===== src/rtl/cfg_pkg.sv =====
// Shared types and default sizing for the serial configuration loader.
package cfg_pkg;

  localparam int unsigned DEF_WORD_W        = 320;
  localparam int unsigned DEF_NUM_WORDS     = 172;
  localparam int unsigned DEF_SETTLE_CYCLES = 10;

  typedef enum logic [2:0] {
    StIdle   = 3'd0,
    StShift  = 3'd1,
    StCommit = 3'd2,
    StSettle = 3'd3,
    StDone   = 3'd4,
    StError  = 3'd5
  } cfg_state_e;

  // Bits needed to hold every value 0..term; never less than one bit.
  function automatic int unsigned cnt_width(input int unsigned term);
    return (term < 1) ? 1 : $clog2(term + 1);
  endfunction

endpackage


===== src/rtl/cfg_deser.sv =====
// MSB-first deserializer: shifts valid bits in at the LSB and flags the cycle
// on which the final bit of a word arrives. o_word is the word as it will look
// after the current bit is shifted in, so the caller can capture it on that edge.
module cfg_deser
  import cfg_pkg::*;
#(
  parameter int unsigned WORD_W = DEF_WORD_W
) (
  input  logic              i_clk,
  input  logic              i_rst_n,
  input  logic              i_clr,
  input  logic              i_shift_en,
  input  logic              i_bit,
  output logic [WORD_W-1:0] o_word,
  output logic              o_word_done
);

  localparam int unsigned CNT_W = cnt_width(WORD_W);

  // Only WORD_W-1 bits are stored; the incoming bit completes the word.
  logic [WORD_W-2:0] r_shift;
  logic [CNT_W-1:0]  r_cnt;
  logic [CNT_W-1:0]  w_cnt_base;

  // A clear in the same cycle as a valid bit makes that bit bit 0 of a fresh word.
  always_comb begin
    w_cnt_base  = i_clr ? '0 : r_cnt;
    o_word      = {r_shift, i_bit};
    o_word_done = i_shift_en && (w_cnt_base == CNT_W'(WORD_W - 1));
  end

  // Shift register and bit counter.
  always_ff @(posedge i_clk) begin
    if (!i_rst_n) begin
      r_shift <= '0;
      r_cnt   <= '0;
    end else if (i_shift_en) begin
      r_shift <= o_word[WORD_W-2:0];
      r_cnt   <= o_word_done ? '0 : w_cnt_base + CNT_W'(1);
    end else if (i_clr) begin
      r_cnt <= '0;
    end
  end

endmodule


===== src/rtl/cfg_serial_loader.sv =====
// Serial bitstream loader: assembles WORD_W-bit words from a serial stream,
// strobes each into the fabric with a one-hot enable, then waits a settle
// period before enabling the fabric flip-flops and reporting ready.
module cfg_serial_loader
  import cfg_pkg::*;
#(
  parameter int unsigned WORD_W        = DEF_WORD_W,
  parameter int unsigned NUM_WORDS     = DEF_NUM_WORDS,
  parameter int unsigned SETTLE_CYCLES = DEF_SETTLE_CYCLES
) (
  input  logic                 i_clock,
  input  logic                 i_rst_n,
  input  logic                 i_cfg_start,
  input  logic                 i_cfg_valid,
  input  logic                 i_cfg_bit,
  output logic [WORD_W-1:0]    o_configs_in,
  output logic [NUM_WORDS-1:0] o_configs_en,
  output logic                 o_ff_en,
  output logic                 o_rdy,
  output logic                 o_err
);

  localparam int unsigned IDX_W = cnt_width(NUM_WORDS - 1);
  localparam int unsigned SET_W = cnt_width(SETTLE_CYCLES);

  cfg_state_e        r_state;
  cfg_state_e        w_state_d;
  logic [IDX_W-1:0]  r_idx;
  logic [IDX_W-1:0]  w_idx_d;
  logic [SET_W-1:0]  r_settle;
  logic [SET_W-1:0]  w_settle_d;
  logic [WORD_W-1:0] r_configs_in;
  logic [WORD_W-1:0] w_configs_in_d;
  logic              r_ff_en;
  logic              w_ff_en_d;
  logic              r_rdy;
  logic              w_rdy_d;
  logic              r_err;
  logic              w_err_d;

  logic                 w_clr;
  logic                 w_shift_en;
  logic [WORD_W-1:0]    w_word;
  logic                 w_word_done;
  logic                 w_last_idx;
  logic [NUM_WORDS-1:0] w_configs_en;

  cfg_deser #(
    .WORD_W(WORD_W)
  ) u_deser (
    .i_clk      (i_clock),
    .i_rst_n    (i_rst_n),
    .i_clr      (w_clr),
    .i_shift_en (w_shift_en),
    .i_bit      (i_cfg_bit),
    .o_word     (w_word),
    .o_word_done(w_word_done)
  );

  assign w_last_idx = (r_idx == IDX_W'(NUM_WORDS - 1));

  // Next-state, deserializer control and the one-hot commit strobe.
  always_comb begin
    w_state_d    = r_state;
    w_idx_d      = r_idx;
    w_settle_d   = r_settle;
    w_ff_en_d    = r_ff_en;
    w_rdy_d      = r_rdy;
    w_err_d      = r_err;
    w_clr        = 1'b0;
    w_shift_en   = 1'b0;
    w_configs_en = '0;

    unique case (r_state)
      StIdle, StDone, StError: begin
        if (i_cfg_start) begin
          w_state_d  = StShift;
          w_idx_d    = '0;
          w_settle_d = '0;
          w_ff_en_d  = 1'b0;
          w_rdy_d    = 1'b0;
          w_err_d    = 1'b0;
          w_clr      = 1'b1;
          w_shift_en = i_cfg_valid;
        end else if (r_state == StDone) begin
          // ff_en was raised on entry; rdy follows one cycle later.
          w_rdy_d = 1'b1;
          if (i_cfg_valid) w_err_d = 1'b1;
        end
      end

      StShift: begin
        if (i_cfg_start) begin
          w_state_d = StError;
          w_err_d   = 1'b1;
          w_ff_en_d = 1'b0;
          w_rdy_d   = 1'b0;
        end else begin
          w_shift_en = i_cfg_valid;
          if (w_word_done) w_state_d = StCommit;
        end
      end

      StCommit: begin
        w_configs_en[r_idx] = 1'b1;
        if (i_cfg_start) begin
          w_state_d = StError;
          w_err_d   = 1'b1;
          w_ff_en_d = 1'b0;
          w_rdy_d   = 1'b0;
        end else if (w_last_idx) begin
          w_state_d  = StSettle;
          w_settle_d = '0;
          if (i_cfg_valid) w_err_d = 1'b1;
        end else begin
          // A bit arriving during commit already belongs to the next word.
          w_idx_d    = r_idx + IDX_W'(1);
          w_shift_en = i_cfg_valid;
          w_state_d  = w_word_done ? StCommit : StShift;
        end
      end

      StSettle: begin
        if (i_cfg_valid) w_err_d = 1'b1;
        if (r_settle == SET_W'(SETTLE_CYCLES - 1)) begin
          w_state_d = StDone;
          w_ff_en_d = 1'b1;
        end else begin
          w_settle_d = r_settle + SET_W'(1);
        end
      end

      default: begin
        w_state_d = StIdle;
      end
    endcase

    w_configs_in_d = w_word_done ? w_word : r_configs_in;
  end

  // State and output registers.
  always_ff @(posedge i_clock) begin
    if (!i_rst_n) begin
      r_state      <= StIdle;
      r_idx        <= '0;
      r_settle     <= '0;
      r_configs_in <= '0;
      r_ff_en      <= 1'b0;
      r_rdy        <= 1'b0;
      r_err        <= 1'b0;
    end else begin
      r_state      <= w_state_d;
      r_idx        <= w_idx_d;
      r_settle     <= w_settle_d;
      r_configs_in <= w_configs_in_d;
      r_ff_en      <= w_ff_en_d;
      r_rdy        <= w_rdy_d;
      r_err        <= w_err_d;
    end
  end

  assign o_configs_in = r_configs_in;
  assign o_configs_en = w_configs_en;
  assign o_ff_en      = r_ff_en;
  assign o_rdy        = r_rdy;
  assign o_err        = r_err;

endmodule


===== config.mk =====
export PLATFORM = sky130hd
export DESIGN_NAME = cfg_serial_loader
export DESIGN_NICKNAME = d
export VERILOG_FILES = /design/src/rtl/cfg_pkg.sv /design/src/rtl/cfg_deser.sv /design/src/rtl/cfg_serial_loader.sv
export SDC_FILE = /design/constraint.sdc
export NUM_CORES = 1
export LEC_CHECK = 0
export CORE_MARGIN = 3
export CORE_UTILIZATION = 45
export DETAILED_ROUTE_END_ITERATION = 10
export GPL_TIMING_DRIVEN = 1
export HOLD_SLACK_MARGIN = 0.1
export PLACE_DENSITY = 0.78
export SLEW_MARGIN = 0
export SYNTH_ARGS = -nofsm -noshare
export SYNTH_HDL_FRONTEND = slang
export SYNTH_HIERARCHICAL = 1
export SYNTH_SLANG_ARGS = --single-unit

===== constraint.sdc =====
create_clock -name i_clock -period 11.1 [get_ports i_clock]
set_input_delay 3.33 -clock i_clock [delete_from_list [all_inputs] [get_ports i_clock]]
set_output_delay 3.33 -clock i_clock [all_outputs]
set_load 0.05 [all_outputs]

---- Word-level counts from Yosys, hierarchy flattened ----
Cells that the tools add are included.
cells by class
  equality and inequality tests ........... 20
  reduce and logical (&&, ||, !) cells .... 17
  $add $sub $neg .......................... 3
  multiplexer cells ....................... 43
  $lt $le $gt $ge ......................... 2
operators with widths
  cell                   number
  $mux W172              1
  $mux W9                3
  $mux W8                3
  $mux W1                17
  $mux W4                4
  $pmux W8 S2            1
  $mux W3                5
  $ne A2 B2 Y1 const B   7
  $pmux W3 S4            1
  $pmux W4 S3            1
  $add A9 B1 Y9 const B  1
  $eq A9 B9 Y1 const B   1
  $lt A8 B9 Y1 const B   1
  $reduce_and A3 Y1      3
  $add A8 B1 Y8 const B  1
  $demux W1 S8           1
  $eq A8 B8 Y1 const B   1
  $ge A8 B1 Y1 const B   1
  $reduce_and A4 Y1      2
  $eq A3 B2 Y1 const B   2
  $eq A3 B3 Y1 const B   2
  $ne A3 B3 Y1 const B   2
  $reduce_bool A2 Y1     3
  $reduce_and A5 Y1      1
  16 further kinds       20
storage, ports and cells
  register bits after elaboration ......... 666
  logic and storage cells ................. 94
  output and inout port bits .............. 495
  bits of input ports ..................... 5

---- Longest topological paths before layout ----
  depth in word-level cells ............... 10
  depth in mapped cells ................... 17
  depth with buffers taken out ............ 13

---- By module ----
Netlist, hierarchy kept.
modules (own cells, without submodules)
  module             area each (um^2)  cells each  instances  sequential area each (um^2)
  cfg_serial_loader  13435.4           1435        1          6766.5
  cfg_deser          12363.1           1079        1          6566.3

---- Worst setup path before layout ----
No wires, ideal clock.
  path kind ............................... input -> register
  from .................................... input i_cfg_start
  to ...................................... register r_configs_in[142] (netlist: o_configs_in[142])
  setup time .............................. 0.128 ns
  required time ........................... 10.972 ns
  data arrival time ....................... 5.890 ns
  path slack .............................. 5.082 ns
  stages on the path ...................... 16
  path buffers ............................ 5
  cell sequence ........................... nand2b_1 > or2_0 > buf_2 > buf_2 > inv_2 > nand2b_1 > inv_1 > ha_1 > and3_1 > nand2_1 > nor3b_1 > clkbuf_1 > clkbuf_1 > buf_2 > mux2i_1 > nor2_1
on the way
  word-level cells in the longest chain between the ends .. 5
  elaborated cells on any way between the ends .. 9
  those cells by class .................... 1 x eq/ne; 7 x mux; 1 x reduce/logical
ends and longest elaborated chain
  what                   line                      source
  start, declared        cfg_serial_loader.sv:13   input logic i_cfg_start,
  $mux W1                cfg_serial_loader.sv:76   if (i_cfg_start) begin
  $mux W1                cfg_serial_loader.sv:74   unique case (r_state)
  named net w_clr        cfg_serial_loader.sv:41   logic w_clr;
  $mux W9                --
  $eq A9 B9 Y1           cfg_deser.sv:29           o_word_done = i_shift_en && (w_cnt_base == CNT_W'(WORD_W - 1));
  $logic_and A1 B1 Y1    cfg_deser.sv:29
  named net w_word_done  cfg_serial_loader.sv:44   logic w_word_done;
  end signal, assigned   cfg_serial_loader.sv:155  r_configs_in <= w_configs_in_d;
  end, declared          cfg_serial_loader.sv:32   logic [WORD_W-1:0] r_configs_in;
The timed path passes the listed nets, and every way through them passes these cells.
A chain may end at the register's enable or synchronous reset.

---- Worst setup path after layout ----
  from .................................... input i_cfg_start
  to ...................................... register r_configs_in[129] (netlist: o_configs_in[129])
The elaborated chain is that of the path after synthesis.

==> summary.md <==
- run status: complete, no violations
- maximum number of pins on one net before global-route repair: 170
- internal power: 3.90 mW
- area growth from synthesis to final layout: 29.8%
- clock network latency to the later pin of the worst-skew pair: 0.60 ns
- relative contribution of combinational cells to total power: 3.3%
- die area: 60200 sq um
- starting density of the core: 45.6%
- horizontal die dimension: 245 um
- worst-path maximum fanout: 134
- number of cell instances on the worst register-to-register path: 11
- FFs w/ async S/R, synth: 0%
- post-CTS setup buffers: 0
- crit path capture type: flop
- Top-Level Pins: 500
- multi-input logic area: 11600 sq um
- gr usage total: 20.5%
- dominant register cell in the synthesized netlist: sky130_fd_sc_hd__dfxtp_1
- violation count after the first detailed-route iteration: 763
- start-to-end type of the worst setup path: in2reg
- number of synthesized flops with an enable pin: 0
- total core area: 56600 sq um
- total grt overflow: 0
- number of cells traversed by the worst hold path: 2
- slew of the pin with the lowest slew margin: 1.14 ns
- number of gates resized after cts: 0
- Final Slew Violations: 0
- proportion of layout cells with a drive suffix above 1: 4.61%
- startpoint types: input pin
- count of port buffers added during placement: 499
- Detailed Place HPWL: 42500 um
- proportion of synthesized chip area in sequential cells: 51.7%
- wire length after detailed routing: 64300 um
- final sum of negative setup slack: 0 ns
- number of hold violations in the final report: 0
- switch share: 21.2%
- RSZ-0062 raised after global routing: false
- hold crit path type: reg2reg
- CTS H-tree lvls: 3
- total inserted antenna cells: 0
- Netlist cell types: 59
- share of the core filled with cells: 59.1%
- cell-by-cell trace of the critical path: clkdlybuf4s50_1 -> nand2b_1 -> or2_0 -> inv_2 -> o21a_4 -> and3_1 -> nand2_1 -> nor3b_2 -> buf_4 -> buf_12 -> mux2i_1 -> nor2_1
- top cells by area in the synthesized netlist: sky130_fd_sc_hd__dfxtp_1, sky130_fd_sc_hd__mux2i_1, sky130_fd_sc_hd__nor2b_1
- Area after DPL: 31100 sq um
- remaining max-slew budget at the tightest pin: 24.1%
- number of iterations in the first detailed-routing pass: 5
- setup skew after layout: 0.0310 ns
- cts-stage hold buffer count: 0
- fill cell total of the finished layout: 4642
- CP Data Arrival Time: 8.58 ns
- post-synthesis average cell area: 10.3 sq um
- area taken by flip-flops and latches: 13300 sq um
- post-synth top area cell: sky130_fd_sc_hd__dfxtp_1
- number of violations of the max-capacitance limit: 0
- fraction of post-synthesis cell area in the top cell type by area: 51.7%
- number of buffers on the longest clock path: 3
- peak supply drop: 0.108 mV
- net switching power: 1.05 mW
- DP Worst Slack: 2.44 ns
- sequential group share of total power: 48.4%
- areal power density over the cells: 148 nW/um^2
- Critical Path Max Stage Delay: 0.84 ns
- post-route insts no fill: 3729
- weighted congestion at the end of routability-driven global placement: 0.995
- Die Y: 245 um
- count of yosys warnings during synthesis: 6
- Detail Route Antenna Nets: 0
- clock tree from TritonCTS: built
- average routed wire per standard cell: 17.3 um
- Cells after DPL: 3605
- highest achievable clock rate: 123 MHz
- Synth Net Count: 2526
- synthesized area: 25800 sq um
- cell row count: 87
- required time at the endpoint of the critical path: 11.56 ns
- fin crit period: 8.12 ns
- CTS Buf Count: 68
- crit path max-delay cell type: sky130_fd_sc_hd__o21a_4
- Setup-failing EPs final: 0
- number of antenna violations at the first check in global routing: 1
- number of flip-flops and latches in the synthesized netlist: 666
- via-per-instance ratio: 4.99
- total via count after detailed routing: 18600
- global-route wire length before repair: 102000 um
- cell area after layout: 33500 sq um
- Clock Power Share: 48.3%
- number of global-route vias before repair: 18500
- total clock sinks: 666
- worst setup slack after layout: 2.98 ns
- # DRC: 0
- Cells after Synth: 2514
- leakage power figure: 11.1 nW
- ratio of final minimum period to clock period: 73.2%
- # nets final: 2931
- clock transition at the register clock pins on the worst setup and hold paths after CTS: 0.06 ns
- clock root buffer: sky130_fd_sc_hd__clkbuf_16
synthesized netlist by cell type (3+ instances only):
cell type,instances
sky130_fd_sc_hd__a2111o_1,4
sky130_fd_sc_hd__a21oi_1,9
sky130_fd_sc_hd__and2_1,3
sky130_fd_sc_hd__buf_1,7
sky130_fd_sc_hd__buf_2,86
sky130_fd_sc_hd__buf_4,7
sky130_fd_sc_hd__clkbuf_1,74
sky130_fd_sc_hd__dfxtp_1,666
sky130_fd_sc_hd__ha_1,7
sky130_fd_sc_hd__inv_1,9
sky130_fd_sc_hd__mux2i_1,643
sky130_fd_sc_hd__nand2_1,38
sky130_fd_sc_hd__nand2b_1,8
sky130_fd_sc_hd__nand3_1,34
sky130_fd_sc_hd__nand4_1,7
sky130_fd_sc_hd__nor2_1,508
sky130_fd_sc_hd__nor2b_1,331
sky130_fd_sc_hd__nor3b_1,4
sky130_fd_sc_hd__o21ai_0,6
sky130_fd_sc_hd__o22ai_1,3
sky130_fd_sc_hd__or3_1,3
sky130_fd_sc_hd__xnor2_1,3
sky130_fd_sc_hd__xor2_1,5
area by class of cell:
| cell class | instances | area share, % |
|---|---|---|
| sequential | 666 | 39.8 |
| tap | 756 | 2.83 |
| inverter | 10 | 0.135 |
| clock inverter | 23 | 1.13 |
| multi-input combinational | 1662 | 34.7 |
| clock buffer | 101 | 6.03 |
| timing repair buffer | 511 | 15.3 |
worst max-delay path, delay by kind of cell:
| kind | cells | cell delay, ns |
|---|---|---|
| compound gates | 1 | 0.84 |
| mux | 1 | 0.29 |
| buf+inv | 4 | 2.26 |
| simple gates | 6 | 1.49 |
per-stage QoR:
step | hold WS [ns] | power [mW]
2_1_floorplan | 0.463 | 2.59
3_3_place_gp | 0.476 | 2.61
3_5_place_dp | 0.480 | 2.61
4_1_cts | 0.497 | 5.01
5_1_grt | 0.518 | 5.11
6_report | 0.488 | 4.95
power by group through the flow:
stage	clock network (mW)	logic (mW)	registers, mW
after floorplan	0	0.138	2.45
after detailed placement	0	0.162	2.45
after CTS	2.45	0.162	2.40
after global placement	0	0.159	2.45
after global routing	2.54	0.171	2.39
final	2.39	0.161	2.40
routing by layer:
| metal | wire length (um) | global-route usage [%] | vias to the layer above |
|---|---|---|---|
| met2 | 31400 | 36.0 | 485 |
| met3 | 3810 | 4.81 | 97 |
| met1 | 27200 | 24.5 | 8883 |
| met4 | 1880 | 7.42 | 2 |
| li1 | - | - | 9154 |
| met5 | 13 | 0 | - |
flip-flops by register name (all words and copies together), names as in the netlist:
signal,flops
u_deser/r_shift,319
o_ff_en,1
r_idx,8
o_configs_in,320
r_settle,4
u_deser/r_cnt,9
o_err,1
o_rdy,1
r_state,3
placed cells by master (no fill, tap or decap), types with 9 or more instances in the layout:
master | synthesis | routed
sky130_fd_sc_hd__buf_4 | 7 | 9
sky130_fd_sc_hd__dfxtp_1 | 666 | 666
sky130_fd_sc_hd__clkdlybuf4s50_1 | 0 | 498
sky130_fd_sc_hd__a21oi_1 | 9 | 9
sky130_fd_sc_hd__nand2_1 | 38 | 38
sky130_fd_sc_hd__nor2_1 | 508 | 508
sky130_fd_sc_hd__clkbuf_8 | 0 | 18
sky130_fd_sc_hd__nor2b_1 | 331 | 331
sky130_fd_sc_hd__mux2i_1 | 643 | 643
sky130_fd_sc_hd__clkbuf_16 | 0 | 69
sky130_fd_sc_hd__clkbuf_1 | 74 | 15
sky130_fd_sc_hd__nand3_1 | 34 | 34
path summary, 6_finish.rpt:
kind / end / start / slack (ns)
worst max register to register: o_configs_in[129] / r_state[2] / 5.87
worst min-delay path: o_configs_in[75] / o_configs_in[75] / 0.49
worst min register to register: o_configs_in[75] / o_configs_in[75] / 0.49
worst max-delay path: o_configs_in[129] / i_cfg_start / 2.98
cell families (layout without fill, tap and decap cells):
| family | count (synthesis) | after routing | synth area share [%] |
|---|---|---|---|
| adder cells (fa/ha/maj) | 7 | 7 | 0.339 |
| XOR/XNOR | 8 | 8 | 0.272 |
| AO/OA/AOI/OAI | 50 | 50 | 1.47 |
| flip-flops | 666 | 666 | 51.7 |
| multiplexers | 644 | 644 | 25.0 |
| buffers and inverters | 186 | 645 | 3.28 |
| AND/OR/NAND/NOR | 953 | 953 | 18.0 |
No activity file was read; power rests on OpenSTA's default activity.
